==> src/rtl/pc_fetch_ctrl.sv <==
// Fetch sequencing controller: drives PC hold/select, runs a single-outstanding
// imem request handshake, buffers the fetched instruction and applies redirects.
module pc_fetch_ctrl #(
  parameter int XLEN  = 32,
  parameter int CNT_W = 32
) (
  input  logic             clk,
  input  logic             rst,
  input  logic [XLEN-1:0]  cur_pc,
  output logic             stop_en,
  output logic             pc_sel,
  output logic [XLEN-1:0]  branch_tgt,
  input  logic             redirect_valid,
  input  logic [XLEN-1:0]  redirect_pc,
  output logic             imem_req,
  output logic [XLEN-1:0]  imem_addr,
  input  logic             imem_ready,
  input  logic             imem_rvalid,
  input  logic [XLEN-1:0]  imem_rdata,
  input  logic             dec_stall,
  output logic             if_valid,
  output logic [XLEN-1:0]  if_instr,
  output logic [XLEN-1:0]  if_pc,
  output logic             misalign_err,
  output logic [CNT_W-1:0] fetch_cnt
);

  // imem handshake: a request transfers on a cycle where imem_req && imem_ready;
  // its single response is the next cycle with imem_rvalid=1 (no ready on the
  // response side). Only one request is ever outstanding.
  typedef enum logic [2:0] {
    S_REQ   = 3'd0,
    S_WAIT  = 3'd1,
    S_VALID = 3'd2,
    S_DROP  = 3'd3,
    S_ERR   = 3'd4
  } state_t;

  state_t state_q, state_d;
  logic   pc_misaligned;

  assign pc_misaligned = (cur_pc[1:0] != 2'b00);

  always_ff @(posedge clk) begin
    if (rst) state_q <= S_REQ;
    else     state_q <= state_d;
  end

  always_comb begin
    state_d    = state_q;
    stop_en    = 1'b1;
    pc_sel     = 1'b0;
    imem_req   = 1'b0;
    imem_addr  = cur_pc;
    branch_tgt = redirect_pc;
    if (rst) begin
      state_d = S_REQ;
    end else if (redirect_valid) begin
      pc_sel  = 1'b1;
      stop_en = 1'b0;
      // A fetch still in flight must have its response swallowed in DROP.
      if ((state_q == S_WAIT || state_q == S_DROP) && !imem_rvalid) state_d = S_DROP;
      else                                                         state_d = S_REQ;
    end else begin
      case (state_q)
        S_REQ: begin
          if (pc_misaligned) begin
            state_d = S_ERR;
          end else begin
            imem_req = 1'b1;
            if (imem_ready) state_d = S_WAIT;
          end
        end
        S_WAIT:  if (imem_rvalid) state_d = S_VALID;
        S_VALID: begin
          stop_en = dec_stall;
          if (!dec_stall) state_d = S_REQ;
        end
        S_DROP:  if (imem_rvalid) state_d = S_REQ;
        S_ERR:   state_d = S_ERR;
        default: state_d = S_REQ;
      endcase
    end
  end

  always_ff @(posedge clk) begin
    if (rst) begin
      if_valid     <= 1'b0;
      if_instr     <= '0;
      if_pc        <= '0;
      misalign_err <= 1'b0;
      fetch_cnt    <= '0;
    end else if (redirect_valid) begin
      if_valid     <= 1'b0;
      misalign_err <= 1'b0;
    end else begin
      case (state_q)
        S_REQ: if (pc_misaligned) misalign_err <= 1'b1;
        S_WAIT: begin
          if (imem_rvalid) begin
            if_instr <= imem_rdata;
            if_pc    <= cur_pc;
            if_valid <= 1'b1;
          end
        end
        S_VALID: begin
          if (!dec_stall) begin
            if_valid  <= 1'b0;
            fetch_cnt <= fetch_cnt + CNT_W'(1);
          end
        end
        default: ;
      endcase
    end
  end

endmodule

==> config.mk <==
export PLATFORM = sky130hd
export DESIGN_NAME = pc_fetch_ctrl
export DESIGN_NICKNAME = d
export VERILOG_FILES = /design/src/rtl/pc_fetch_ctrl.sv
export SDC_FILE = /design/constraint.sdc
export NUM_CORES = 1
export LEC_CHECK = 0
export ABC_CLOCK_PERIOD_IN_PS = 2009
export CAP_MARGIN = 20
export CORE_UTILIZATION = 38
export DETAILED_ROUTE_END_ITERATION = 12
export GPL_TIMING_DRIVEN = 0
export PLACE_DENSITY = 0.89
export SKIP_LAST_GASP = 1
export SLEW_MARGIN = 40
export SYNTH_ARGS = -nofsm -noshare
export SYNTH_HDL_FRONTEND = slang
export SYNTH_SLANG_ARGS = --single-unit
==> constraint.sdc <==
create_clock -name clk -period 2.01 [get_ports clk]
set_input_delay 0.402 -clock clk [delete_from_list [all_inputs] [get_ports clk]]
set_output_delay 0.402 -clock clk [all_outputs]
set_load 0.05 [all_outputs]
# --- Word-level counts from Yosys, hierarchy flattened ---
# Index checks and enable logic that the tools add are counted.
op_classes:
  n_eq_ne: 10
  reduce_logical: 12
  add_sub_neg: 1
  bitwise_logic: 2
  muxes: 20
op_table:
  columns: ["op", "count"]
  rows:
  - ["$add A32 B1 Y32 const B", 1]
  - ["$mux W3", 6]
  - ["$pmux W3 S5", 1]
  - ["$mux W1", 11]
  - ["$ne A3 B3 Y1 const B", 3]
  - ["$reduce_and A3 Y1", 3]
  - ["$eq A3 B2 Y1 const B", 2]
  - ["$ne A2 B2 Y1 const B", 2]
  - ["$ne A4 B4 Y1 const B", 1]
  - ["$reduce_and A4 Y1", 1]
  - ["$reduce_bool A2 Y1", 2]
  - ["$eq A3 B1 Y1 const B", 1]
  - ["$eq A3 B3 Y1 const B", 1]
  - ["$logic_not A3 Y1", 1]
  - ["$mux W2", 1]
  - ["$not A1 Y1", 2]
  - ["$pmux W1 S2", 1]
  - ["$reduce_and A2 Y1", 1]
  - ["$reduce_or A2 Y1", 1]
  - ["$logic_and A1 B1 Y1", 1]
  - ["$logic_not A1 Y1", 1]
  - ["$logic_or A1 B1 Y1", 1]
word_totals:
  inputBits: 102
  output_inout_bits: 165
  regBits: 101
  word_cells: 51

# --- Logic depth before layout (Yosys ltp) ---
depth:
  ltp_word: 5
  mapped_depth: 7
  ltp_nobuf: 5

# --- Worst setup path after synthesis ---
# Ideal clock, no wire load.
synth_path:
  kind: "register to register"
  from: "register fetch_cnt[11]"
  to: "register fetch_cnt[31]"
  period_less_slack_ns: 2.081
  stages_incl_launch_ff: 6
  arrival_time_ns: 1.960
  t_required_ns: 1.889
  n_path_buf: 1
  path_slack_ns: -0.071
  setup_time_ns: 0.121
  cell_sequence: "dfxtp_1 > and4_1 > nand4_1 > clkbuf_1 > nor4_1 > mux2_2"
synth_between:
  elab_chain_len: 1
synth_rtl:
  columns: ["element", "line", "source"]
  rows:
  - ["start, declared", "25", "output logic [CNT_W-1:0] fetch_cnt"]
  - ["start signal, assigned", "109", "fetch_cnt <= fetch_cnt + CNT_W'(1);"]
  - ["$add A32 B1 Y32", "109", null]
# No other way between the ends.
# A chain may end at the register's enable or synchronous reset.

# --- Worst setup path after layout ---
layout_path:
  from: "input port redirect_valid"
  to: "output port imem_req"
layout_between:
  elab_chain_len: 2
layout_rtl:
  columns: ["element", "line", "source"]
  rows:
  - ["start, declared", "13", "input logic redirect_valid,"]
  - ["$mux W1", "58", "end else if (redirect_valid) begin"]
  - ["$mux W1", "56", "if (rst) begin"]
  - ["end, declared", "15", "output logic imem_req,"]
# No other way between the ends.

==> results.md <==
* Arrival time at the worst endpoint at 1.63 ns
* Hold path cells at 2
* Die H at 112 µm
* Share of layout cells above drive strength 1 at 16.1%
* Crit path from: redirect_valid
* Commonest non-fill, non-tap cells in the layout: clkdlybuf4s50_1 (181), nand2_1 (140), dfxtp_1 (93)
* Crit-path slowest cell: dlygate4sd2_1
* Asr flop ratio synth at 0%
* First-pass iteration count of the detailed router at 8
* Vias in the first global route at 4487
* Largest net degree at the start of global routing at 17
* Root buffer cell: clkbuf_16
* CP Launch Type: input port
* FF-to-FF End: fetch_cnt[13]
* Register bit total from synthesis at ~100
* Critical Path Max Stage Delay at 0.32 ns
* Max VDD drop at 0.446 mV
* Worst Hold Class: register to register
* Setup CP Type: input port to output port
* Critical path capture point: imem_req
* Routed Antenna Nets at 0
* Chip width at 112 µm
* Worst-Margin Slew at 0.564 ns
* CP top delay family: buffers and inverters
* Core Rows at 39
* Crit Path Max Fanout at 10
* FF-to-FF setup slack at 0 ns
* Cell area after synthesis at 0.00457 mm²
* Avg WL per Cell at about 15 µm
* WP data required at 1.61 ns
* Setup violations, final at 1
* Total I/O pin count at ~270
* Post-DP HPWL at 11000 µm
* Met3 WL at 1120 µm
* Post-route cell area at around 0.0075 mm²
* Sink Count at between 100 and 150
* Layout Nets at 924
* CP Buf/Inv Count at 3
* Maximum Capacitance Violations at 0
* Synth warn at 0
* Post-route clock period utilization at 101%
* Ys flop type: dfxtp_1
* Via density at 4.99
* Die area at about 0.012 mm²
* First-pass GRT wire length at 22700 µm
* Violation count after the first detailed-routing iteration at between 200 and 300
* Final total negative setup slack at -0.0245 ns
* Pins Over Slew Limit at 0
* Worst-path clk slew at 0.06 ns
* Worst path cell trace: dlygate4sd2_1 > buf_4 > nor2_1 > nand3_2 > nor2_2 > buf_4
* Hold_ws at between 0.4 and 0.5 ns
* Total stage count of the critical path at 6
* Antenna violations before repair at 0
* Clk_lat worst skew at around 0.34 ns
* Pwr/cell area at between 600 and 700 mW/mm²
* Seq/Total Area, Yosys at 44.2%
* Post-synthesis cell count at 571
* Fill cells at slightly above 1000
* TritonCTS clock tree: built
* Pre-CTS setup slack at -0.862 ns
* CTS Buffer Depth at 2
* Worst rel slew slack at 62.4%
* Fin. Hold Viols at 0
* DRC viols at 20
* WL met1 at 5770 µm
* Total CTS buffers at 9
* Global-route usage over all layers at 22.5%
* Final wirelength at roughly 15000 µm
* Syn_area_per_cell at between 8 and 9 µm²
* Worst R2R Start: state_q[2]
* Port buffer count at 233
* Crit. End Element: output port
* Post-Syn Nets at ~670
* Htree depth at 3
* RSZ-0062 raised after global routing: yes
* GRT Residual Overflow at 0
* Core area at 0.0116 mm²
* Area growth syn-to-layout at 63.9%
* Final WS setup at -0.0245 ns
* Initial Util at 39.5%
* Fmax achieved at 0.492 GHz
* Failing checks: DRC, setup timing
* Worst reg-to-reg path cell count at 6
* Minimum clock period after layout at 2.03 ns
* Final Skew at 0.00962 ns
* Post-synth EDFFs at 0
* Gpl congestion at just under 0.9
* Status: complete, but fails checks
* Ant diodes at 0
* Most used cell, CP: buf_4
* Synth unique cells at 38
* Vias at 4832
* Pleak at 2.87 nW
* Uppermost layer routed: met4
* Commonest non-fill, non-tap cell in the layout: clkdlybuf4s50_1
* Routed wl met2 at 7410 µm
* Placed cell area at ~0.0071 mm²
-- per-stage QoR --
| stage | std cells | util [%] | total power (W) |
|---|---|---|---|
| 2_1_floorplan | 571 | - | 0.00253 |
| 3_3_place_gp | 947 | 61.3 | 0.00286 |
| 3_5_place_dp | 947 | 61.3 | 0.00287 |
| 4_1_cts | 964 | 63.9 | 0.00469 |
| 5_1_grt | 968 | 64.8 | 0.00479 |
| 6_report | 968 | 64.8 | 0.00465 |
-- worst min-delay path by stage --
stage | from | end | slack [ns]
after floorplan | cur_pc[1] | state_q[2] | 0.52
after detailed placement | if_pc[22] | if_pc[22] | 0.45
after CTS | if_pc[22] | if_pc[22] | 0.46
after global placement | if_instr[18] | if_instr[18] | 0.44
after global routing | if_instr[5] | if_instr[5] | 0.47
final | if_pc[12] | if_pc[12] | 0.45
-- state kept, by name, indices dropped and copies added, names as in the netlist --
register      count
if_valid          1
fetch_cnt        32
misalign_err      1
state_q           3
if_instr         32
if_pc            32
-- layer usage --
layer  GRT usage [%]  up-vias
li1                -     2396
met1            26.7     2197
met2            40.5      216
met3            4.63       23
met4            7.48        0
met5               0        -
-- synthesized netlist by cell type (4+ instances only) --
master / instances / area (µm²)
xor2_1: 8 / 70.1
nor2_1: 17 / 63.8
and4_1: 8 / 70.1
buf_1: 6 / 22.5
or4_1: 17 / 128
buf_4: 64 / 480
inv_1: 4 / 15.0
o31ai_1: 17 / 128
dfxtp_1: 101 / 2020
nand4_1: 10 / 62.6
nand3_1: 14 / 70.1
buf_2: 6 / 30.0
a21oi_1: 85 / 425
nor4_1: 6 / 37.5
and3_1: 4 / 25.0
clkbuf_1: 25 / 93.8
o21ai_0: 4 / 20.0
nor2b_1: 5 / 31.3
nand2_1: 141 / 529
-- repair_timing --
action,4_1_cts,5_1_grt
buffers inserted,3,4
endpoints found under the hold margin,0,0
pin swaps,3,3
hold buffers,0,0
setup endpoints to repair,113,72
resized for setup,69,46
-- kinds of logic (layout without fill, tap and decap cells) --
| family | after synthesis | after routing | synth area share (%) |
|---|---|---|---|
| AND/OR/NAND/NOR | 238 | 238 | 25.1 |
| AO/OA/AOI/OAI | 115 | 115 | 14.1 |
| multiplexers | 3 | 3 | 0.739 |
| XOR/XNOR | 8 | 8 | 1.53 |
| adder cells (fa/ha/maj) | 1 | 1 | 0.274 |
| flip-flops | 101 | 101 | 44.2 |
| buffers and inverters | 105 | 359 | 14.0 |
-- power by group --
part / leakage (nW) / switching [W] / internal [W]
Combinational: 1.90 / 0.000455 / 0.000328
Clock: 0.156 / 0.000764 / 0.00109
Sequential: 0.818 / 0.00000790 / 0.00201
-- layout make-up --
| type | instances | area [µm²] | share of cell area, % |
|---|---|---|---|
| Sequential cell | 101 | 2030 | 27.1 |
| Inverter | 4 | 15.0 | 0.200 |
| Timing Repair Buffer | 240 | 2340 | 31.2 |
| Buffer | 100 | 662 | 8.83 |
| Tap cell | 143 | 179 | 2.39 |
| Clock buffer | 9 | 225 | 3.01 |
| Multi-Input combinational cell | 365 | 1960 | 26.1 |
| Clock inverter | 6 | 87.6 | 1.17 |
-- worst register-to-register path, cell delays in order, from the launching register on --
cell	delay (ns)
dfxtp_1	0.29
buf_2	0.18
nor4_4	0.38
nand4_1	0.27
buf_4	0.21
or4_1	0.45
a21oi_1	0.15
(Power assumes the default switching activity.)
